--- src/rtl/if_layer_weight_loader_if.sv ---
// Bundles the weight stream (valid/ready) and the layer weight-memory port
// used by if_layer_weight_loader. The master view is the loader; the slave
// view is the environment (host stream source plus the weight memory).
interface if_layer_weight_loader_if #(
    parameter int WEIGHT_SIZE       = 32,
    parameter int NEURON_ADDR_WIDTH = 28
);
    logic                         s_valid;
    logic                         s_ready;
    logic [WEIGHT_SIZE-1:0]       s_data;
    logic [NEURON_ADDR_WIDTH-1:0] mem_addr;
    logic [WEIGHT_SIZE-1:0]       mem_din;
    logic                         mem_wen;
    logic [WEIGHT_SIZE-1:0]       mem_dout;

    modport master (
        input  s_valid, s_data, mem_dout,
        output s_ready, mem_addr, mem_din, mem_wen
    );

    modport slave (
        output s_valid, s_data, mem_dout,
        input  s_ready, mem_addr, mem_din, mem_wen
    );
endinterface

--- src/rtl/if_layer_weight_loader.sv ---
// Weight loader for the IF layer: writes a stream of weight words into every
// neuron's weight memory in neuron-major order, optionally reads the whole
// address space back and compares additive checksums, and holds the layer in
// reset while the load is in progress.
module if_layer_weight_loader #(
    parameter int WEIGHT_SIZE       = 32,
    parameter int NUM_INPUTS        = 4,
    parameter int NUM_NEURONS       = 1,
    parameter int NEURON_ADDR_WIDTH = 28,
    parameter int WEIGHT_ADDR_WIDTH = 10,
    parameter int VERIFY            = 1
) (
    input  logic                   clk,
    input  logic                   rst,
    input  logic                   start,
    if_layer_weight_loader_if.master bus,
    output logic                   layer_hold,
    output logic                   busy,
    output logic                   done,
    output logic                   error,
    output logic [WEIGHT_SIZE-1:0] checksum
);
    localparam int NIDX_W = NEURON_ADDR_WIDTH - WEIGHT_ADDR_WIDTH;
    localparam logic [NIDX_W-1:0]            N_LAST = NIDX_W'(NUM_NEURONS - 1);
    localparam logic [WEIGHT_ADDR_WIDTH-1:0] W_LAST = WEIGHT_ADDR_WIDTH'(NUM_INPUTS - 1);

    typedef enum logic [2:0] {
        S_IDLE,
        S_WRITE,
        S_READ,
        S_DRAIN,
        S_CHECK
    } state_t;

    state_t                     state;
    state_t                     state_nxt;
    logic [NIDX_W-1:0]          n;
    logic [WEIGHT_ADDR_WIDTH-1:0] w;
    logic [WEIGHT_SIZE-1:0]     sum_w;
    logic [WEIGHT_SIZE-1:0]     sum_r;
    logic                       rd_pend;
    logic                       accept;
    logic                       step;
    logic                       at_last;

    // A word is consumed only in WRITE; the address walks on every accept
    // and on every READ cycle.
    assign accept   = (state == S_WRITE) && bus.s_valid;
    assign step     = accept || (state == S_READ);
    assign at_last  = (n == N_LAST) && (w == W_LAST);
    assign checksum = sum_w;

    // State register.
    // NOTE: clocked blocks use non-blocking assignments so every register
    // samples the pre-edge values, independent of block ordering.
    always_ff @(posedge clk or negedge rst) begin
        if (!rst) begin
            state <= S_IDLE;
        end else begin
            state <= state_nxt;
        end
    end

    // Next-state decode.
    // NOTE: every combinational output gets a default first so no path
    // leaves it unassigned, which would otherwise infer a latch.
    always_comb begin
        state_nxt = state;
        case (state)
            S_IDLE:  if (start) state_nxt = S_WRITE;
            S_WRITE: begin
                if (accept && at_last) begin
                    state_nxt = (VERIFY != 0) ? S_READ : S_IDLE;
                end
            end
            S_READ:  if (at_last) state_nxt = S_DRAIN;
            S_DRAIN: state_nxt = S_CHECK;
            S_CHECK: state_nxt = S_IDLE;
            default: state_nxt = S_IDLE;
        endcase
    end

    // Port outputs; everything falls back to zero outside the active states.
    always_comb begin
        bus.s_ready  = 1'b0;
        bus.mem_wen  = 1'b0;
        bus.mem_addr = '0;
        bus.mem_din  = '0;
        busy         = (state != S_IDLE);
        layer_hold   = (state != S_IDLE);
        case (state)
            S_WRITE: begin
                bus.s_ready  = 1'b1;
                bus.mem_wen  = bus.s_valid;
                bus.mem_addr = {n, w};
                bus.mem_din  = bus.s_data;
            end
            S_READ: begin
                bus.mem_addr = {n, w};
            end
            default: ;
        endcase
    end

    // Address walk, checksums and sticky status flags.
    always_ff @(posedge clk or negedge rst) begin
        if (!rst) begin
            n       <= '0;
            w       <= '0;
            sum_w   <= '0;
            sum_r   <= '0;
            rd_pend <= 1'b0;
            done    <= 1'b0;
            error   <= 1'b0;
        end else begin
            // Read data arrives one cycle after its address was issued.
            rd_pend <= (state == S_READ);
            if (rd_pend) begin
                sum_r <= sum_r + bus.mem_dout;
            end

            if (state == S_IDLE && start) begin
                n     <= '0;
                w     <= '0;
                sum_w <= '0;
                sum_r <= '0;
                done  <= 1'b0;
                error <= 1'b0;
            end

            if (accept) begin
                sum_w <= sum_w + bus.s_data;
                if (at_last && VERIFY == 0) begin
                    done <= 1'b1;
                end
            end

            if (step) begin
                if (at_last) begin
                    n <= '0;
                    w <= '0;
                end else if (w == W_LAST) begin
                    w <= '0;
                    n <= n + 1'b1;
                end else begin
                    w <= w + 1'b1;
                end
            end

            if (state == S_CHECK) begin
                error <= (sum_r != sum_w);
                done  <= 1'b1;
            end
        end
    end
endmodule

--- src/flat_wrapper.sv ---
// flat-port wrapper written by rule: the top's interface ports become plain ports
module if_layer_weight_loader_flat 
#(
    parameter int WEIGHT_SIZE       = 32,
    parameter int NUM_INPUTS        = 4,
    parameter int NUM_NEURONS       = 1,
    parameter int NEURON_ADDR_WIDTH = 28,
    parameter int WEIGHT_ADDR_WIDTH = 10,
    parameter int VERIFY            = 1
)
  (clk, rst, start, layer_hold, busy, done, error, checksum, bus_s_valid, bus_s_data, bus_mem_dout, bus_s_ready, bus_mem_addr, bus_mem_din, bus_mem_wen);
  if_layer_weight_loader_if #(.WEIGHT_SIZE(WEIGHT_SIZE), .NEURON_ADDR_WIDTH(NEURON_ADDR_WIDTH)) bus_i ();
  input  logic clk;
  input  logic rst;
  input  logic start;
  output logic layer_hold;
  output logic busy;
  output logic done;
  output logic error;
  output logic [WEIGHT_SIZE-1:0] checksum;
  input wire logic [$bits(bus_i.s_valid)-1:0] bus_s_valid;
  input wire logic [$bits(bus_i.s_data)-1:0] bus_s_data;
  input wire logic [$bits(bus_i.mem_dout)-1:0] bus_mem_dout;
  output wire logic [$bits(bus_i.s_ready)-1:0] bus_s_ready;
  output wire logic [$bits(bus_i.mem_addr)-1:0] bus_mem_addr;
  output wire logic [$bits(bus_i.mem_din)-1:0] bus_mem_din;
  output wire logic [$bits(bus_i.mem_wen)-1:0] bus_mem_wen;
  assign bus_i.s_valid = bus_s_valid;
  assign bus_i.s_data = bus_s_data;
  assign bus_i.mem_dout = bus_mem_dout;
  assign bus_s_ready = bus_i.s_ready;
  assign bus_mem_addr = bus_i.mem_addr;
  assign bus_mem_din = bus_i.mem_din;
  assign bus_mem_wen = bus_i.mem_wen;
  if_layer_weight_loader #(.WEIGHT_SIZE(WEIGHT_SIZE), .NUM_INPUTS(NUM_INPUTS), .NUM_NEURONS(NUM_NEURONS), .NEURON_ADDR_WIDTH(NEURON_ADDR_WIDTH), .WEIGHT_ADDR_WIDTH(WEIGHT_ADDR_WIDTH), .VERIFY(VERIFY)) u_core (.clk(clk), .rst(rst), .start(start), .bus(bus_i), .layer_hold(layer_hold), .busy(busy), .done(done), .error(error), .checksum(checksum));
endmodule
--- config.mk ---
export PLATFORM = sky130hd
export DESIGN_NAME = if_layer_weight_loader_flat
export DESIGN_NICKNAME = d
export VERILOG_FILES = /design/src/rtl/if_layer_weight_loader_if.sv /design/src/rtl/if_layer_weight_loader.sv /design/src/flat_wrapper.sv
export SDC_FILE = /design/constraint.sdc
export NUM_CORES = 1
export LEC_CHECK = 0
export CAP_MARGIN = 0
export CELL_PAD_IN_SITES_DETAIL_PLACEMENT = 2
export CELL_PAD_IN_SITES_GLOBAL_PLACEMENT = 2
export CORE_ASPECT_RATIO = 0.8
export CORE_MARGIN = 3
export CORE_UTILIZATION = 28
export CTS_CLUSTER_SIZE = 25
export DETAILED_ROUTE_END_ITERATION = 10
export PLACE_DENSITY = 0.87
export RECOVER_POWER = 25
export SLEW_MARGIN = 10
export SYNTH_ARGS = -nofsm -noshare
export SYNTH_HDL_FRONTEND = slang
export SYNTH_SLANG_ARGS = --single-unit
--- constraint.sdc ---
create_clock -name clk -period 2.7 [get_ports clk]
set_input_delay 0.405 -clock clk [delete_from_list [all_inputs] [get_ports clk]]
set_output_delay 0.405 -clock clk [all_outputs]
set_load 0.05 [all_outputs]
**Word level (Yosys, flattened, before mapping)**

Cells that the tools add are included.

- Flip-flop bits (word level): 98
- Bits of input ports: 68
- Output and inout port bits: 98
- Logic and storage cells: 58

- Add/sub/neg operators: 4
- Equality and inequality tests: 9
- Muxes and demuxes: 23
- Reductions and logical operators: 14

Operators by type and width:

| cell | count |
|---|---|
| two-way mux 32 bit | 5 |
| two-way mux 18 bit | 4 |
| adder 32 bit | 2 |
| two-way mux 10 bit | 4 |
| != test 32 bit | 1 |
| two-way mux 28 bit | 1 |
| adder 18 x 1 -> 18 bit, second input constant | 1 |
| zero test 18 bit | 1 |
| case mux 3 bit (4 select lines) | 1 |
| adder 10 x 1 -> 10 bit, second input constant | 1 |
| equality test 10 x 2 -> 1 bit, second input constant | 1 |
| two-way mux 3 bit | 3 |
| nonzero test 2 bit | 4 |
| equality test 3 x 2 -> 1 bit, second input constant | 2 |
| two-way mux 1 bit | 5 |
| logical AND 1 bit | 4 |
| != test 2 bit, second input constant | 2 |
| equality test 3 x 1 -> 1 bit, second input constant | 1 |
| equality test 3 bit, second input constant | 1 |
| zero test 3 bit | 1 |
| AND reduction 3 bit | 1 |
| nonzero test 3 bit | 1 |
| != test 2 x 1 -> 1 bit, second input constant | 1 |
| OR reduction 2 bit | 1 |
| logical OR 1 bit | 1 |

**Logic depth before layout (Yosys ltp)**

Gate-level depths: netlist of run 1.

- Word-level depth: 6
- Depth in mapped cells: 12
- Gate-level depth less buffers: 12

**Worst setup path after synthesis of run 1**

Ideal clock, no wire load.

- Path type: register -> register
- From: reg u_core.sum_w[0] (netlist: u_core.checksum[0])
- To: reg u_core.sum_w[24] (netlist: u_core.checksum[24])
- Setup time: 0.122 ns
- Arrival time: 2.874 ns
- Required time: 2.578 ns
- Path slack: -0.295 ns
- Cell stages (with the launch flop): 13
- Path buffers: 0
- Clock period less this slack: 2.995 ns
- Path through: dfrtp_1 ha_1 inv_1 fa_1 nand2b_1 a21oi_2 o2111ai_2 a21boi_2 o21ai_1 a211oi_2 o211ai_1 a21o_1 a32o_1

- Longest elaborated chain between the ends: 2

RTL lines:

| item | line | source |
|---|---|---|
| start, declared | if_layer_weight_loader.sv:39 | `logic [WEIGHT_SIZE-1:0] sum_w;` |
| start signal, assigned | if_layer_weight_loader.sv:132 | `sum_w <= sum_w + bus.s_data;` |
| adder 32 bit | if_layer_weight_loader.sv:132 |  |
| two-way mux 32 bit | if_layer_weight_loader.sv:131 | `if (accept) begin` |

No other way between the ends.
A chain may end at the register's enable or synchronous reset.

**Final worst setup path of run 1**

- From: in bus_s_data[15]
- To: reg u_core.sum_w[30] (netlist: u_core.checksum[30])

- Longest elaborated chain between the ends: 2

RTL lines:

| item | line | source |
|---|---|---|
| start, declared | flat_wrapper.sv:22 | `input wire logic [$bits(bus_i.s_data)-1:0] bus_s_data;` |
| adder 32 bit | if_layer_weight_loader.sv:132 |  |
| two-way mux 32 bit | if_layer_weight_loader.sv:131 |  |

No other way between the ends.

==> metrics.cfg, run 1 <==
[floorplanning]
ios = 166
core_area_mm2 = 0.0288
die_area_mm2 = 0.0318
start_util_pct = 28.9
core.rowCount = 55
die_w_um = 199
fp.dieH_um = 160

[clock_tree]
cts_num_sinks = 98
numCtsBuffers = 9
clock_latency_ns = 0.40
clockRootBuffer = clkbuf_16
path_clk_slew_ns = 0.10
tritoncts = built
h-tree-depth = 3
clockBufferDepth = 2

[cells_and_area]
fin_area_mm2 = 0.0135
fin_nets = 1482
final_core_util_pct = 47.1
synthToLayoutAreaGrowth_pct = 62.6
layout_commonest_cell = buf_4
drive_gt1_share_pct = 31.4
final_cell_mix = buf_4, dfrtp_1, clkdlybuf4s50_1
final_cells = 1722
antenna_cells = 0

[sta]
worst_pin_slew_ns = 0.970
period_needed_ns = 3.16
hold_violations = 0
finalCritPeriodShare_pct = 117
skew_ns = 0.0296
relSlewSlack_pct = 35.3
final-setup-viol-count = 61
slew_viol_final = 0
fmax_mhz = 317
grt_setup_unrepaired = yes
setup_ws_ns = -0.456

[power]
peakVddDrop_mv = 0.836
combPwrFrac_pct = 77.6
p_clk_share_pct = 7.7
p_leak_nw = 6.14
cellPowerDensity_mw_per_mm2 = 1450
p_seq_share_pct = 14.6
intPower_w = 0.00850
p_total_w = 0.0196
swShare_pct = 56.6
p_sw_w = 0.0111

[grt]
grt_pass1_vias = 11700
grt_pass1_wl_um = 80200
grt.total_usage_pct = 33.3
grt-ovfl-total = 0
antenna_found_initial = 0
grt_start_max_net_pins = 47

[place]
dp.cells = 1667
dp_hpwl_um = 34600
port_buffers = 165
gp_congestion = 0.883
placed_cell_area_mm2 = 0.0122

[synth]
synth_cells = 1006
synth.cell_area_mm2 = 0.00832
synthesis.nets = 1141
avgSynthCellArea_um2 = 8.27
synth-seq-area-share_pct = 29.5
synth-edff-count = 0
async_flop_share_pct = 100
synth_warnings = 0
ys_seq_elements = 98
synth_ff_type = dfrtp_1
synth.distinct_cells = 70

[drt]
drt-initial-drc-count = 1282
vias_per_cell = 6.43
ant_nets = 0
drtPass1Iterations = 5
drt-total-wl_um = 62900
wl_per_cell_um = 36.5
drc = 0
num_vias = 11100

[worst_setup_path]
critical_path_class = input pin to register
crit_start = bus_s_data[15]
endpoint_kind = register
cp.required_ns = 2.94
cp_max_fo = 6
r2r_start = u_core.checksum[0]
rrSetupSlack_ns = -0.45
arrival_ns = 3.40
worstSetupStartpointType = input pin

[hold_path]
min_from = bus_mem_dout[0]
min_path_type = input pin to register

[run_status]
failed_checks = setup timing
status = finished with violations

[flow_run]
cap_violations = 0

==> final cells by class <==
| type | count | area (µm²) |
|---|---|---|
| Tap cell | 370 | 463 |
| Clock buffer | 10 | 229 |
| Timing Repair Buffer | 372 | 3800 |
| Inverter | 19 | 71.3 |
| Fill cell | 3001 | 15200 |
| Multi-Input combinational cell | 847 | 6450 |
| Clock inverter | 6 | 66.3 |
| Sequential cell | 98 | 2460 |
==> registers in the layout, indices dropped and copies added, names as in the netlist <==
| name | count |
|---|---|
| u_core.checksum | 32 |
| u_core.error | 1 |
| u_core.sum_r | 32 |
| u_core.rd_pend | 1 |
| u_core.w | 10 |
| u_core.done | 1 |
| u_core.state | 3 |
| u_core.n | 18 |
==> path summary, 6_finish.rpt <==
check / to / depth (start not counted)
setup / recovery: u_core.checksum[30] / 10
hold / removal: u_core.sum_r[0] / 4
setup reg to reg: u_core.checksum[28] / 13
hold reg to reg: u_core.n[9] / 1
max in group asynchronous: u_core.checksum[0] / 3
min in group asynchronous: u_core.sum_r[19] / 2
==> cell usage after synthesis (7+ instances only) <==
master,number,area [µm²]
a211oi_1,8,60.1
a21o_1,39,293
a21oi_1,70,350
a31oi_1,12,75.1
and2_1,40,250
and3_1,19,119
clkbuf_1,31,116
dfrtp_1,98,2450
ha_1,65,813
inv_1,19,71.3
mux2i_1,22,220
nand2_1,86,323
nand2b_1,17,106
nand3_1,32,160
nand3b_1,7,52.6
nand4_1,23,144
nor2_1,85,319
nor2b_1,35,219
nor3_1,13,65.1
nor4_1,9,56.3
o21ai_0,63,315
o21ai_1,23,115
o21bai_1,13,97.6
xnor2_1,48,420
xor2_1,39,342
==> per-layer routing <==
layer	up-vias	GRT usage, %	routed length [µm]
li1	4273	-	-
met1	5580	39.9	23400
met2	905	58.0	29300
met3	314	7.00	5560
met4	0	13.3	4640
met5	-	0	0
==> through the flow <==
stage / hold WS, ns / TNS (ns) / setup WS [ns]
floorplan: 0.109 / -0.0465 / -0.0465
global placement: 0.398 / -10.55 / -0.507
detailed placement: 0.398 / -20.42 / -0.745
CTS: 0.549 / -0.260 / -0.0805
global route: 0.598 / -12.08 / -0.633
finish: 0.573 / -8.18 / -0.456
==> worst max-delay path: stages <==
cell and delay [ns]:
clkdlybuf4s50_1 0.51, ha_2 0.36, a21o_1 0.23, a211oi_1 0.59, nand2_1 0.21, o211ai_1 0.35, a31oi_1 0.20, a31oi_1 0.24
xor2_1 0.21, o21ai_1 0.08
==> power groups by stage <==
stage / sequential, W / combinational [W] / clock, W
3_5_place_dp: 0.00265 / 0.0121 / 0
3_3_place_gp: 0.00257 / 0.0111 / 0
2_1_floorplan: 0.00329 / 0.00564 / 0
6_report: 0.00287 / 0.0152 / 0.00151
5_1_grt: 0.00285 / 0.0155 / 0.00155
4_1_cts: 0.00265 / 0.0127 / 0.00144
==> logic make-up (layout without fill, tap and decap cells) <==
logic type,Yosys count,count (layout),share of synthesized area [%]
muxes,22,22,2.65
buffers and inverters,61,407,2.90
DFF,98,98,29.5
AOI/OAI and AO/OA,278,278,21.2
adders and majority gates,67,67,10.3
and+or+nand+nor,393,393,24.4
xor gates and xnor gates,87,87,9.15
==> repair_timing <==
action                                 CTS  global route
gates resized for setup                 56           111
buffers inserted                        16            22
hold buffers                             1             0
gates cloned                             0             0
endpoints found under the hold margin    2             0
pin swaps                               35            54
setup endpoints to repair               32            77
Power figures use the tool's default switching activity.
==> run 2: changes to the inputs <==
--- a/config.mk
+++ b/config.mk
@@ -15,6 +15,7 @@
 export DETAILED_ROUTE_END_ITERATION = 10
 export PLACE_DENSITY = 0.87
 export RECOVER_POWER = 25
+export SETUP_SLACK_MARGIN = 0.4
 export SLEW_MARGIN = 10
 export SYNTH_ARGS = -nofsm -noshare
 export SYNTH_HDL_FRONTEND = slang
==> metrics.cfg, run 2 (synthesis gave the netlist of run 1 again) <==
[run_status]
status = finished with violations
failed_checks = capacitance limit, slew limit, setup timing

[flow_run]
cap_violations = 1  ; +1

[clock_tree]
holdBufCountCts = 0  ; -1
path_clk_slew_ns = 0.09  ; about the same
h-tree-depth = 3  ; unchanged
clock_latency_ns = 0.40  ; about the same
clockBufferDepth = 2  ; unchanged
numCtsBuffers = 9  ; unchanged
tritoncts = built
clockRootBuffer = clkbuf_16
cts_num_sinks = 98  ; unchanged

[place]
dp_hpwl_um = 32900  ; -4.6%
gp_congestion = 0.908  ; +2.8%
port_buffers = 165  ; unchanged
dp.cells = 1654  ; -0.78%

[power]
cellPowerDensity_mw_per_mm2 = 1510  ; +4.4%
p_leak_nw = 6.47  ; +5.4%
swShare_pct = 57.5  ; +0.88 points
combPwrFrac_pct = 78.9  ; +1.3 points
peakVddDrop_mv = 0.786  ; -6.1%
intPower_w = 0.00939  ; +10%
p_seq_share_pct = 13.8  ; -0.8 points
p_sw_w = 0.0127  ; +15%
p_clk_share_pct = 7.2  ; -0.5 points

[worst_setup_path]
slowest_delay_ns = 0.41  ; -0.18 ns
cp_top_family = compound AO/OA/AOI/OAI gates
cp_num_buf_inv = 2  ; +1
path_cells = ha_4, inv_2, fa_2, nand2b_4, a21oi_4, o2111ai_4, buf_6, a21oi_4, o211ai_1, a31oi_2, a31oi_1, xor2_1, o21ai_1
cpMostUsedCell = a21oi_4
worstSetupStartpointType = register
critPathSlowestCell = dfrtp_2
cp.required_ns = 2.94  ; about the same
arrival_ns = 3.44  ; +0.04 ns
cp_max_fo = 2  ; -4
endpoint_kind = register
critical_path_class = register to register

[sta]
worst_pin_slew_ns = 2.18  ; +1.21 ns
fmax_mhz = 313  ; -1.4%
slew_viol_final = 33  ; +33
finalCritPeriodShare_pct = 119  ; +1.6 points
skew_ns = 0.0164  ; -0.0132 ns
final-setup-viol-count = 32  ; -48%
setup_ws_ns = -0.500  ; -0.0441 ns
period_needed_ns = 3.20  ; +0.0441 ns
relSlewSlack_pct = -45.4  ; -81 points
hold_violations = 0  ; unchanged
grt_setup_unrepaired = yes

[grt]
grt_start_max_net_pins = 50  ; +6.4%
grt_pass1_vias = 12300  ; +5.2%
grt.total_usage_pct = 37.5  ; +4.1 points
grt_pass1_wl_um = 88700  ; +11%
antenna_found_initial = 4  ; +4
grt-ovfl-total = 0  ; unchanged

[cells_and_area]
final_cell_mix = buf_4, nand2_1, clkdlybuf4s50_1
layout_commonest_cell = buf_4
final_core_util_pct = 50.8  ; +3.7 points
fin_nets = 1522  ; +2.7%
final_cells = 1765  ; +2.5%
synthToLayoutAreaGrowth_pct = 75.6
drive_gt1_share_pct = 45.7  ; +14 points

[drt]
vias_per_cell = 6.68  ; +3.9%
wl_per_cell_um = 40.6  ; +11%
drt-initial-drc-count = 1483  ; +16%
num_vias = 11800  ; +6.5%
drc = 0  ; unchanged
ant_nets = 0  ; unchanged
drtPass1Iterations = 5  ; unchanged
drt-total-wl_um = 71700  ; +14%

[floorplanning]
fp.dieH_um = 160  ; unchanged
die_area_mm2 = 0.0318  ; unchanged
core_area_mm2 = 0.0288  ; unchanged
core.rowCount = 55  ; unchanged
ios = 166  ; unchanged
start_util_pct = 28.9  ; unchanged
die_w_um = 199  ; unchanged

[hold_path]
min_path_type = register to register

==> run 2: changes by cell type in the layout (fill, tap and decap cells not counted), sizes merged <==
cell | before | now
buf | 267 | 305
clkbuf | 12 | 18
clkdlybuf4s50 | 90 | 71
clkinvlp | 3 | 2
diode | 0 | 3
dlygate4sd2 | 7 | 26
dlygate4sd3 | 1 | 0
dlymetal6s2s | 5 | 4
inv | 20 | 18
nor2 | 87 | 88
==> run 2: area by class of cell <==
class	instances	area, µm²
multi-input cells	848	7520
clock buffers	13	270
inverters	19	75.1
repair buffers	411	3740
fillers	2918	14100
well taps	370	463
diodes	3	7.51
flip-flops and latches	98	2490
clock inverters	3	46.3
==> run 2: what timing repair did <==
| action | in CTS | in global routing |
|---|---|---|
| pin swaps | 109 | 91 |
| cloned | 2 | 0 |
| endpoints found under the setup margin | 143 | 140 |
| gates resized for setup | 307 | 165 |
| buffers inserted | 53 | 37 |
==> run 2: worst paths after layout <==
path | from | endpoint | slack [ns] | cells after the start
max in group asynchronous | rst | u_core.checksum[11] | 0.14 | 2
hold / removal | u_core.checksum[6] | u_core.checksum[6] | 0.60 | 2
hold reg to reg | u_core.checksum[6] | u_core.checksum[6] | 0.60 | 2
min in group asynchronous | rst | u_core.n[17] | 0.64 | 1
setup reg to reg | u_core.checksum[0] | u_core.checksum[30] | -0.50 | 13
setup / recovery | u_core.checksum[0] | u_core.checksum[30] | -0.50 | 13
==> run 2: routing by layer <==
layer	track usage [%]	routed length [µm]	up-vias
li1	-	-	4362
met1	45.1	26300	5901
met2	61.6	31900	1067
met3	8.84	6920	459
met4	20.5	6530	2
met5	0	13	-
==> run 2: per-stage QoR <==
stage | setup TNS [ns] | cell area, µm² | setup slack [ns] | hold WS (ns) | total power [W]
6_report | -6.30 | 14600 | -0.500 | 0.599 | 0.0221
5_1_grt | -12.85 | 14600 | -0.448 | 0.649 | 0.0223
4_1_cts | -0.00774 | 13700 | -0.00774 | 0.00300 | 0.0183
3_5_place_dp | -16.24 | 11600 | -0.708 | 0.397 | 0.0140
3_3_place_gp | -8.42 | 11600 | -0.547 | 0.389 | 0.0131
2_1_floorplan | -0.0380 | 8590 | -0.0380 | 0.109 | 0.00917
==> run 2: power by group through the flow <==
stage	Sequential, W	Clock, W	Combinational, W
floorplan	0.00334	0	0.00583
global placement	0.00270	0	0.0104
detailed placement	0.00280	0	0.0112
CTS	0.00281	0.00150	0.0140
global route	0.00300	0.00161	0.0177
finish	0.00306	0.00159	0.0174
==> run 2: worst min-delay path, stage by stage (launching register included) <==
cell and delay, ns:
dfrtp_2 0.43, nand2_1 0.07, o21ai_1 0.07
==> run 3: changes to the inputs <==
--- a/config.mk
+++ b/config.mk
@@ -8,13 +8,14 @@
 export CAP_MARGIN = 0
 export CELL_PAD_IN_SITES_DETAIL_PLACEMENT = 2
 export CELL_PAD_IN_SITES_GLOBAL_PLACEMENT = 2
-export CORE_ASPECT_RATIO = 0.8
+export CORE_ASPECT_RATIO = 0.9
 export CORE_MARGIN = 3
 export CORE_UTILIZATION = 28
 export CTS_CLUSTER_SIZE = 25
 export DETAILED_ROUTE_END_ITERATION = 10
 export PLACE_DENSITY = 0.87
 export RECOVER_POWER = 25
+export REMOVE_ABC_BUFFERS = 1
 export SETUP_SLACK_MARGIN = 0.4
 export SLEW_MARGIN = 10
 export SYNTH_ARGS = -nofsm -noshare
==> metrics.cfg, run 3 (synthesis gave the netlist of run 1 again) <==
[grt]
grt_pass1_vias = 12500  ; +1.9%
grt.total_usage_pct = 38.3  ; +0.81 points
grt_start_max_net_pins = 58  ; +16%
antenna_found_initial = 2  ; -2
grt-ovfl-total = 0  ; unchanged
grt_pass1_wl_um = 91100  ; +2.7%

[floorplanning]
core.rowCount = 59  ; +7.3%
die_w_um = 188  ; -5.5%
die_area_mm2 = 0.0318  ; about the same
core_area_mm2 = 0.0291  ; +1.1%
start_util_pct = 28.6  ; -0.32 points
ios = 166  ; unchanged
fp.dieH_um = 170  ; +5.8%

[worst_setup_path]
worstSetupStartpointType = register
cp_num_buf_inv = 1  ; -1
cp_top_family = compound AO/OA/AOI/OAI gates
endpoint = u_core.checksum[24]
path_cells = ha_2, inv_2, fa_2, nand2b_4, a21oi_4, o2111ai_2, a21boi_2, o21ai_2, a211oi_2, o211ai_1, a21o_1, a32o_2
worst-path-stages = 12  ; -1
cp.required_ns = 2.99  ; +0.05 ns
slowest_delay_ns = 0.43  ; +0.02 ns
critPathSlowestCell = a211oi_2
critical_path_class = register to register
rrSetupSlack_ns = -0.52  ; -0.02 ns
endpoint_kind = register
arrival_ns = 3.51  ; +0.07 ns
reg2reg_to = u_core.checksum[24]
worstRegToRegCells = 12  ; -1
r2r_start = u_core.checksum[0]
crit_start = u_core.checksum[0]
cp_max_fo = 2  ; unchanged

[cells_and_area]
regArea_mm2 = 0.00248  ; -0.45%
layout_commonest_cell = buf_4
final_cell_mix = buf_4, nand2_1, dfrtp_1
n_fill_cell = 2924  ; +0.21%
synthToLayoutAreaGrowth_pct = 85.5
multi_input_area_mm2 = 0.00756  ; +0.45%
fin_nets = 1540  ; +1.2%
drive_gt1_share_pct = 47.2  ; +1.5 points

[drt]
num_vias = 11600  ; -2.0%
vias_per_cell = 6.39  ; -4.3%
dr_wl_met2_um = 32600  ; +2.2%
dr_wl_met3_um = 6060  ; -12%
wl_met1_um = 26800  ; +1.7%
drc = 0  ; unchanged
top_layer = met5
wl_per_cell_um = 39.2  ; -3.5%
drt-initial-drc-count = 1347  ; -9.2%
drtPass1Iterations = 5  ; unchanged
ant_nets = 0  ; unchanged
drt-total-wl_um = 70900  ; -1.1%

[sta]
fmax_mhz = 311  ; -0.58%
skew_ns = 0.0254  ; +0.00903 ns
grt_setup_unrepaired = yes
worst_pin_slew_ns = 1.73  ; -0.452 ns
setup_tns_ns = -7.40  ; -1.10 ns
hold_violations = 0  ; unchanged
period_needed_ns = 3.22  ; +0.0187 ns
final-setup-viol-count = 43  ; +34%
relSlewSlack_pct = -15.3  ; +30 points
setup_ws_ns = -0.519  ; -0.0187 ns
slew_viol_final = 27  ; -18%
finalCritPeriodShare_pct = 119  ; +0.69 points

[power]
peakVddDrop_mv = 0.981  ; +25%
p_leak_nw = 6.85  ; +5.8%
p_total_w = 0.0229  ; +3.8%
cellPowerDensity_mw_per_mm2 = 1490  ; -1.7%

[clock_tree]
path_clk_slew_ns = 0.09  ; about the same
numCtsBuffers = 9  ; unchanged
h-tree-depth = 3  ; unchanged
clockBufferDepth = 2  ; unchanged
cts_num_sinks = 98  ; unchanged
clockRootBuffer = clkbuf_16
clock_latency_ns = 0.42  ; +0.02 ns
tritoncts = built

[place]
gp_congestion = 0.875  ; -3.6%
dp_hpwl_um = 34000  ; +3.2%
port_buffers = 165  ; unchanged

[hold_path]
min_path_type = input pin to register

[run_status]
status = finished with violations
failed_checks = capacitance limit, slew limit, setup timing

[flow_run]
cap_violations = 1  ; unchanged

run 3: changes by cell type in the layout (fill, tap and decap cells not counted), moves of 7 or more:
cell and delta:
buf_4 -13, o21ai_0 -7, buf_12 +60, dfrtp_1 +9
and2_4 +21, buf_6 -28, o21ai_2 +7, and2_1 -21
dfrtp_2 -9
run 3: final cells by class:
| type | count | area share [%] |
|---|---|---|
| antenna | 2 | 0.0324 |
| multi-input combinational | 848 | 49.0 |
| tap | 396 | 3.21 |
| clock inverter | 7 | 0.527 |
| timing repair buffer | 429 | 29.3 |
| sequential | 98 | 16.1 |
| clock buffer | 9 | 1.46 |
| inverter | 19 | 0.478 |
run 3: stage by stage:
step / hold slack, ns / instance area [µm²] / util [%] / setup slack [ns] / std cells
5_1_grt: 0.604 / 15400 / 53.1 / -0.514 / 1807
3_5_place_dp: 0.367 / 12100 / 41.6 / -0.869 / 1678
2_1_floorplan: 0.109 / 8150 / - / -2.89 / 964
3_3_place_gp: 0.363 / 12100 / 41.6 / -0.557 / 1678
4_1_cts: 0.513 / 14400 / 49.5 / -0.120 / 1768
6_report: 0.581 / 15400 / 53.1 / -0.519 / 1808
run 3: routing by layer:
metal  vias to the layer above  global-route usage (%)
met1                      5858                    44.7
met5                         -                       0
met4                         2                    22.3
met2                       951                    65.0
met3                       360                    8.57
li1                       4385                       -
run 3: worst min-delay path by stage:
stage | startpoint | endpoint | cells past startpoint
after CTS | rst | u_core.n[6] | 2
after floorplan | rst | u_core.checksum[0] | 0
after global routing | bus_s_data[0] | u_core.checksum[0] | 3
after detailed placement | rst | u_core.n[6] | 1
after global placement | rst | u_core.n[5] | 1
final | bus_s_data[0] | u_core.checksum[0] | 3
run 3: timing repair:
| item | in CTS | in global routing |
|---|---|---|
| buffers inserted | 70 | 37 |
| gates cloned | 3 | 1 |
| hold endpoints to repair | 24 | 0 |
| hold buffers | 1 | 0 |
| resized for setup | 342 | 186 |
| pin swaps | 119 | 89 |
| endpoints found under the setup margin | 152 | 131 |
run 3: worst reg2reg max path, stage by stage (launching register included):
cell and delay, ns:
dfrtp_1 0.38, ha_2 0.20, inv_2 0.05, fa_2 0.41, nand2b_4 0.18, a21oi_4 0.15, o2111ai_2 0.16, a21boi_2 0.25
o21ai_2 0.11, a211oi_2 0.43, o211ai_1 0.22, a21o_1 0.29, a32o_2 0.27
run 3: power breakdown:
| group | internal [W] | switching (W) |
|---|---|---|
| Clock | 0.000742 | 0.000858 |
| Sequential | 0.00198 | 0.000977 |
| Combinational | 0.00751 | 0.0109 |
